===== src/rtl/sdram_read_pkg.sv =====
// rtl/sdram_read_pkg.sv - SDRAM command encodings, read-channel FSM states and sizing helpers.
package sdram_read_pkg;

    // {CS_n, RAS_n, CAS_n, WE_n}, shared with the write and refresh channels
    localparam logic [3:0] CMD_NOP   = 4'b0111;
    localparam logic [3:0] CMD_ACT   = 4'b0011;
    localparam logic [3:0] CMD_READ  = 4'b0101;
    localparam logic [3:0] CMD_PRECH = 4'b0010;
    localparam logic [3:0] CMD_AREF  = 4'b0001;

    localparam int CNT_W   = 4;
    localparam int A10_BIT = 10;

    typedef enum logic [2:0] {
        ST_IDLE,
        ST_REQ,
        ST_ACT,
        ST_TRCD,
        ST_RD,
        ST_PRECH,
        ST_TRP,
        ST_END
    } rd_state_t;

    // Address bus must carry the row, the column, and the A10 auto-precharge bit.
    function automatic int addr_width(input int row_w, input int col_w);
        int w;
        w = row_w;
        if (col_w + 1 > w) w = col_w + 1;
        if (A10_BIT + 1 > w) w = A10_BIT + 1;
        return w;
    endfunction

endpackage


===== src/rtl/sdram_rd_lat_pipe.sv =====
// rtl/sdram_rd_lat_pipe.sv - CAS-latency valid shift register and DQ capture register.
module sdram_rd_lat_pipe #(
    parameter int DQ_W    = 16,
    parameter int CAS_LAT = 3
) (
    input  logic            clk,
    input  logic            rst_n,
    input  logic            load,
    input  logic [DQ_W-1:0] dq,
    output logic [DQ_W-1:0] rd_data,
    output logic            rd_data_vld
);

    logic [CAS_LAT-1:0] vld_sr;

    // Runs regardless of the FSM so bursts issued before PRECH still drain.
    always_ff @(posedge clk or negedge rst_n) begin
        if (!rst_n) begin
            vld_sr      <= '0;
            rd_data_vld <= 1'b0;
            rd_data     <= '0;
        end else begin
            vld_sr      <= {vld_sr[CAS_LAT-2:0], load};
            rd_data_vld <= vld_sr[CAS_LAT-1];
            if (vld_sr[CAS_LAT-1]) begin
                rd_data <= dq;
            end
        end
    end

endmodule


===== src/rtl/sdram_read.sv =====
// rtl/sdram_read.sv - SDRAM read channel: ACT, seamless BL4 READs over a row, PRECH,
// with refresh yield at burst boundaries and resume at the interrupted column.
module sdram_read
    import sdram_read_pkg::*;
#(
    parameter int ROW_W   = 13,
    parameter int COL_W   = 9,
    parameter int DQ_W    = 16,
    parameter int CAS_LAT = 3,
    parameter int T_RCD   = 2,
    parameter int T_RP    = 2,
    localparam int ADDR_W = addr_width(ROW_W, COL_W)
) (
    input  logic              sysclk_100M,
    input  logic              rst_n,
    input  logic              read_trig,
    output logic              arbit_read_req,
    input  logic              arbit_read_ack,
    input  logic              refresh_req,
    output logic              arbit_prech_end,
    output logic              read_end,
    output logic [3:0]        cmd_reg,
    output logic [ADDR_W-1:0] sdram_addr,
    output logic [1:0]        sdram_bank_addr,
    input  logic [DQ_W-1:0]   sdram_dq_in,
    output logic [DQ_W-1:0]   rd_data,
    output logic              rd_data_vld
);

    localparam logic [ADDR_W-1:0] ADDR_A10  = ADDR_W'(1) << A10_BIT;
    localparam logic [CNT_W-1:0]  TRCD_LAST = CNT_W'(T_RCD - 2);
    localparam logic [CNT_W-1:0]  TRP_LAST  = CNT_W'(T_RP - 2);
    localparam logic [CNT_W-1:0]  SLOT_LAST = CNT_W'(3);

    rd_state_t        state, state_nxt;
    logic [CNT_W-1:0] cnt, cnt_nxt;
    logic [ROW_W-1:0] row, row_nxt;
    logic [COL_W-1:0] col, col_nxt;
    logic             row_done, row_done_nxt;
    logic             rd_load;

    assign sdram_bank_addr = 2'b00;

    always_ff @(posedge sysclk_100M or negedge rst_n) begin
        if (!rst_n) begin
            state    <= ST_IDLE;
            cnt      <= '0;
            row      <= '0;
            col      <= '0;
            row_done <= 1'b0;
        end else begin
            state    <= state_nxt;
            cnt      <= cnt_nxt;
            row      <= row_nxt;
            col      <= col_nxt;
            row_done <= row_done_nxt;
        end
    end

    always_comb begin
        state_nxt       = state;
        cnt_nxt         = cnt;
        row_nxt         = row;
        col_nxt         = col;
        row_done_nxt    = row_done;
        cmd_reg         = CMD_NOP;
        sdram_addr      = '0;
        arbit_read_req  = 1'b0;
        arbit_prech_end = 1'b0;
        read_end        = 1'b0;
        rd_load         = 1'b0;

        case (state)
            ST_IDLE: begin
                if (read_trig) state_nxt = ST_REQ;
            end
            ST_REQ: begin
                arbit_read_req = 1'b1;
                if (arbit_read_ack) state_nxt = ST_ACT;
            end
            ST_ACT: begin
                cmd_reg    = CMD_ACT;
                sdram_addr = ADDR_W'(row);
                cnt_nxt    = '0;
                state_nxt  = ST_TRCD;
            end
            ST_TRCD: begin
                if (cnt == TRCD_LAST) begin
                    cnt_nxt   = '0;
                    state_nxt = ST_RD;
                end else begin
                    cnt_nxt = cnt + 1'b1;
                end
            end
            ST_RD: begin
                rd_load = 1'b1;
                if (cnt == '0) begin
                    cmd_reg    = CMD_READ;
                    sdram_addr = ADDR_W'(col);
                    col_nxt    = col + COL_W'(4);
                end
                // col was advanced at the slot's READ, so zero here means the row wrapped
                if (cnt == SLOT_LAST) begin
                    cnt_nxt = '0;
                    if (col == '0) begin
                        row_done_nxt = 1'b1;
                        state_nxt    = ST_PRECH;
                    end else if (refresh_req || !arbit_read_ack) begin
                        row_done_nxt = 1'b0;
                        state_nxt    = ST_PRECH;
                    end
                end else begin
                    cnt_nxt = cnt + 1'b1;
                end
            end
            ST_PRECH: begin
                cmd_reg    = CMD_PRECH;
                sdram_addr = ADDR_A10;
                cnt_nxt    = '0;
                state_nxt  = ST_TRP;
            end
            ST_TRP: begin
                if (cnt == TRP_LAST) begin
                    cnt_nxt   = '0;
                    state_nxt = ST_END;
                end else begin
                    cnt_nxt = cnt + 1'b1;
                end
            end
            ST_END: begin
                if (row_done) begin
                    read_end = 1'b1;
                    row_nxt  = row + 1'b1;
                    col_nxt  = '0;
                end else begin
                    arbit_prech_end = 1'b1;
                end
                row_done_nxt = 1'b0;
                state_nxt    = (row_done || !read_trig) ? ST_IDLE : ST_REQ;
            end
            default: begin
                state_nxt = ST_IDLE;
            end
        endcase
    end

    sdram_rd_lat_pipe #(
        .DQ_W    (DQ_W),
        .CAS_LAT (CAS_LAT)
    ) u_lat_pipe (
        .clk         (sysclk_100M),
        .rst_n       (rst_n),
        .load        (rd_load),
        .dq          (sdram_dq_in),
        .rd_data     (rd_data),
        .rd_data_vld (rd_data_vld)
    );

endmodule

===== config.mk =====
export PLATFORM = sky130hd
export DESIGN_NAME = sdram_read
export DESIGN_NICKNAME = d
export VERILOG_FILES = /design/src/rtl/sdram_read_pkg.sv /design/src/rtl/sdram_rd_lat_pipe.sv /design/src/rtl/sdram_read.sv
export SDC_FILE = /design/constraint.sdc
export NUM_CORES = 1
export LEC_CHECK = 0
export CAP_MARGIN = 10
export CORE_ASPECT_RATIO = 0.9
export CORE_MARGIN = 5
export CORE_UTILIZATION = 40
export DETAILED_ROUTE_END_ITERATION = 16
export GPL_ROUTABILITY_DRIVEN = 0
export HOLD_SLACK_MARGIN = 0.08
export PLACE_DENSITY = 0.67
export SETUP_SLACK_MARGIN = 0.2
export SLEW_MARGIN = 20
export SYNTH_ARGS = -nofsm -noshare
export SYNTH_HDL_FRONTEND = slang
export SYNTH_SLANG_ARGS = --single-unit

===== constraint.sdc =====
create_clock -name sysclk_100M -period 4.3 [get_ports sysclk_100M]
set_input_delay 0.86 -clock sysclk_100M [delete_from_list [all_inputs] [get_ports sysclk_100M]]
set_output_delay 0.86 -clock sysclk_100M [all_outputs]
set_load 0.05 [all_outputs]

After elaboration in Yosys (flattened, before gate mapping)
Cells that the tools add are included.
- bits of input ports: 21
- memories: 0
- latch bits: 0
- bits in read-only memories: 0
- output and inout bits: 39
- bits in registers: 50
- bits in writable memories: 0
- word-level logic and storage cells: 71
- $lt $le $gt $ge: 0
- shift-type cells: 0
- muxes and demuxes: 29
- divide/modulo/power cells: 0
- reductions and logical operators: 15
- equal/unequal tests: 16
- $add $sub $neg: 3
- bitwise gates (word level): 0
- multipliers: 0
- operators by type and width (cell ; number):
    one-hot mux 13 bit (3 select lines) ; 1
    2-to-1 mux 9 bit ; 3
    one-hot mux 3 bit (8 select lines) ; 1
    2-to-1 mux 3 bit ; 7
    one-hot mux 9 bit (2 select lines) ; 1
    inequality test 2 bit (second input constant) ; 7
    adder 13 x 1 -> 13 bit (second input constant) ; 1
    equality test 3 bit (second input constant) ; 4
    one-hot mux 4 bit (3 select lines) ; 1
    2-to-1 mux 1 bit ; 10
    adder 9 x 3 -> 9 bit (second input constant) ; 1
    zero test 9 bit ; 1
    one-hot mux 3 bit (3 select lines) ; 1
    2-to-1 mux 4 bit ; 2
    equality test 3 x 2 -> 1 bit (second input constant) ; 2
    AND reduction 3 bit ; 2
    AND reduction 6 bit ; 1
    adder 4 x 1 -> 4 bit (second input constant) ; 1
    equality test 4 x 2 -> 1 bit (second input constant) ; 1
    zero test 4 bit ; 1
    OR reduction 2 bit ; 2
    equality test 3 x 1 -> 1 bit (second input constant) ; 1
    zero test 3 bit ; 1
    inequality test 3 bit (second input constant) ; 1
    7 further kinds ; 9

Longest topological paths before layout
- depth in word-level cells: 6
- depth in mapped cells: 8

Hierarchy
A second synthesis with hierarchy kept.
- cells, all modules: 232
- area total of the unflattened synthesis: 2577.5 um2
- modules (own cells, without submodules) (module ; cells each ; area an instance (um2) ; instances):
    sdram_read ; 194 ; 1828.0 ; 1
    sdram_rd_lat_pipe ; 38 ; 749.5 ; 1

Worst setup path before layout
No wires, ideal clock.
- kind: register -> output
- from: register state[0]
- to: output port cmd_reg[2]
- path buffers: 1
- setup slack: 1.569 ns
- stages on the path, launching flop included: 7
- arrival: 1.871 ns
- cells stage by stage: dfrtp_1 > inv_1 > ha_1 > inv_1 > nor2_1 > clkbuf_1 > a31oi_1
- word-level cells in the longest chain between the ends: 2
- RTL lines (item ; RTL line ; text):
    start: declaration ; sdram_read.sv:35 ; rd_state_t state, state_nxt;
    start signal: assignment ; sdram_read.sv:52 ; state <= state_nxt;
    equality test 3 bit / equality test 3 x 2 -> 1 bit (equally long branches) ; sdram_read.sv:73 ; case (state)
    one-hot mux 3 bit (3 select lines) (*) ; sdram_read.sv:73 ;
    end: declaration ; sdram_read.sv:22 ; output logic [3:0] cmd_reg,
Mark *: on every way between the ends. The rest lies on a longest branch, timed or not.

Worst setup path in the final report
- from: register cnt[0]
- to: output port sdram_addr[3]
- word-level cells in the longest chain between the ends: 3
- RTL lines (item ; RTL line ; text):
    start: declaration ; sdram_read.sv:36 ; logic [CNT_W-1:0] cnt, cnt_nxt;
    start signal: assignment ; sdram_read.sv:53 ; cnt <= cnt_nxt;
    zero test 4 bit ; sdram_read.sv:97 ; if (cnt == '0) begin
    2-to-1 mux 9 bit ; sdram_read.sv:97 ;
    one-hot mux 13 bit (3 select lines) ; sdram_read.sv:73 ;
    end: declaration ; sdram_read.sv:23 ; output logic [ADDR_W-1:0] sdram_addr,
Every way passes these cells.

==> impl_metrics.tcl <==
set metrics [dict create \
    status "finished clean" \
    synth.yosys.warnings 0 \
    cts_htree_levels 2 \
    final.setup.tns_ps 0 \
    cts_buffer_depth 2 \
    first_pass_grt_wire_length_um 9140 \
    postSynthCellCount 231 \
    num_cts_buffers 5 \
    finalHoldWorstSlack_ps 358 \
    clkSinkCount 48 \
    dr.pass1.iters 4 \
    async_reset_ff_share_pct 100 \
    timing_worst_slew_pin_value_ps 639 \
    layout_cell_share_with_drive_strength_beyond_1_pct 12.6 \
    stdcell_count 372 \
    core-area_sq_um 6110 \
    critical_path_class "reg2out" \
    total_power_mw 2.18 \
    timing.critical_path.required_ps 3440 \
    final_max_slew_viol_count 0 \
    setup_repair_after_global_routing_missed_its_margin "no" \
    setup.reg_to_reg.worst_slack_ps 1980 \
    holdCritPathClass "reg2reg" \
    worst_path_largest_cell_delay_ps 800 \
    yosysSeqAreaShare_pct 48.0 \
    clock_insertion_delay_worst_skew_ps 300 \
    grt_antenna_before_repair 0 \
    cts_tree "done" \
    cell_area_power_density_nw_per_um2 677 \
    start_util_pct 41.0 \
    yosys_register_bits 48 \
    critical_path.n_buffers_inverters 2 \
    postRouteWirelength_um 5540 \
    boundaryPins 60 \
    cp.arrival_ps 2780 \
    syn_area_per_cell_sq_um 10.8 \
    hold_depth 0 \
    worst_r2r_path_depth 5 \
    setup_viol_count_final 0 \
    first_iter_violations 59 \
    detailedPlacementHpwl_um 4050 \
    via_per_inst 5.16 \
    post_synth_instance_area_sq_um 2500 \
    synth.area.top_cells "sky130_fd_sc_hd__dfrtp_1, sky130_fd_sc_hd__mux2_2, sky130_fd_sc_hd__ha_1" \
    port-buffer-count 56 \
    cpLargestDelayFamily "buffers and inverters" \
    floorplan.die.width_um 93.4 \
    finish.net_count 315 \
    area.growth.synth_to_final_pct 28.5 \
    critical_path.endpoint_type "output pin" \
    cts_setup_buffers 0 \
    post_cts_resize_count 0 \
    critical_path.max_fanout 7 \
    dieArea_sq_um 7950 \
    num_rows 27 \
    placed_cells_incl_taps 365 \
    via_count 1921 \
    fin_skew_ps 7.30 \
    yosysTopAreaCell "sky130_fd_sc_hd__dfrtp_1" \
    synth-edff-count 0 \
    clockRootBuffer "sky130_fd_sc_hd__clkbuf_8" \
    route.antenna.remaining_nets 0 \
    final_hold_viol_count 0 \
    total_leakage_power_nw 1.34 \
    clk_pin_slew_worst_paths_ps 90 \
    cp_depth 6 \
    routed_wire_length_per_instance_um 14.9 \
    synth_top_flop_cell "sky130_fd_sc_hd__dfrtp_1" \
    final_min_period_over_clock_period_pct 84.6 \
    antenna_cells 0 \
    die_height_um 85.1 \
    maximum_operating_frequency_mhz 275 \
    yosysTopAreaCellShare_pct 48.0 \
    slowest_stage "sky130_fd_sc_hd__clkdlybuf4s50_1" \
    vdd.ir_drop.worst_mv 0.270 \
    relSlewSlack_pct 57.4 \
    period_needed_ps 3640 \
    grt_overflow_total 0 \
    grt_max_degree 49 \
    drc_violations_left 0 \
    critPathLaunchType "register" \
    max_capacitance_violation_total 0 \
    synth_cell_types 46 \
    gr-usage-all-layers_pct 14.1 \
    vias_in_the_first_global_route 1863 \
    critical_path.cell_chain "inv_1 -> ha_1 -> or3b_4 -> nor2_1 -> a22o_1 -> clkdlybuf4s50_1" \
    cts_hold_buffers 0 \
]
[flip-flops by register name, summed over array words and instances, names as in the netlist]
signal	cells
row_done	1
u_lat_pipe.vld_sr	3
cnt	4
row	13
col	7
u_lat_pipe.rd_data_vld	1
state	3
u_lat_pipe.rd_data	16
[worst reg2reg max path: stages (launching register included)]
cell                       delay, ps
sky130_fd_sc_hd__dfrtp_1         390
sky130_fd_sc_hd__ha_1            470
sky130_fd_sc_hd__mux2_2          400
sky130_fd_sc_hd__a221oi_1        560
sky130_fd_sc_hd__nor2_1          100
sky130_fd_sc_hd__o311ai_0        290
[routing by layer]
metal  share of wire [%]  GRT usage (%)
met5                   0              0
met4                0.92           3.99
met3                 7.7           3.28
met2                  44           20.9
met1                  47           20.5
[cell families after synthesis]
| logic type | Yosys count | synth area share [%] |
|---|---|---|
| buf+inv | 27 | 4.65 |
| other cells | 1 | 0.150 |
| flops | 48 | 48.0 |
| mux | 22 | 9.99 |
| fa+ha+maj | 9 | 4.50 |
| simple gates | 63 | 13.9 |
| compound gates | 49 | 14.7 |
| xor+xnor | 12 | 4.20 |
[cell usage in the layout (no fill, tap or decap), drive strengths merged, types with 6 or more instances in the layout]
cell type and n:
clkdlybuf4s50 55, dfrtp 48, mux2 21, inv 14, nand3 12, o21ai 12, nand2 10, nor2 10
xnor2 10, ha 9, a22o 8, nand4 7, and2 6, a21oi 6, clkbuf 6, or3 6
[Yosys cell counts (all sizes together) (2+ instances only)]
cell type	instances
inv	14
nand2	10
a21oi	6
and4	3
nor3b	2
o2111ai	2
nor2b	2
o31ai	2
o21ai	12
dfrtp	48
a31oi	2
a2111oi	2
clkbuf	7
nand4	7
o211ai	5
mux2	21
a22o	8
buf	6
or3	6
and2	6
xnor2	10
nor2	10
nand3	12
xor2	2
a221oi	2
ha	9
[layout make-up]
| class | count | area [sq um] |
|---|---|---|
| Clock buffer | 6 | 82.6 |
| Clock inverter | 1 | 8.76 |
| Fill cell | 533 | 2900 |
| Inverter | 14 | 52.6 |
| Multi-Input combinational cell | 158 | 1190 |
| Sequential cell | 48 | 1200 |
| Tap cell | 87 | 109 |
| Timing Repair Buffer | 58 | 571 |
[power breakdown]
group	leakage (nW)	switching, mW	internal, mW
clock network	0.0473	0.151	0.129
logic	0.675	0.731	0.461
registers	0.621	0.122	0.587
total	1.34	1.00	1.18
[metrics by stage]
stage | utilization, % | cell area, sq um | worst slack (ps)
finish | 52.6 | 3220 | 663
global placement | 51.2 | 3130 | 1020
detailed placement | 51.2 | 3130 | 979
CTS | 52.6 | 3220 | 646
global route | 52.6 | 3220 | 546
floorplan | - | 2510 | 1570
[final timing paths]
path                                       from                    end
max                                      cnt[0]          sdram_addr[3]
min                        u_lat_pipe.vld_sr[0]   u_lat_pipe.vld_sr[1]
max reg2reg                            state[1]                 cnt[2]
min reg2reg                u_lat_pipe.vld_sr[0]   u_lat_pipe.vld_sr[1]
max in group asynchronous                 rst_n  u_lat_pipe.rd_data[4]
min in group asynchronous                 rst_n                 row[7]
Power figures use the tool's default switching activity.
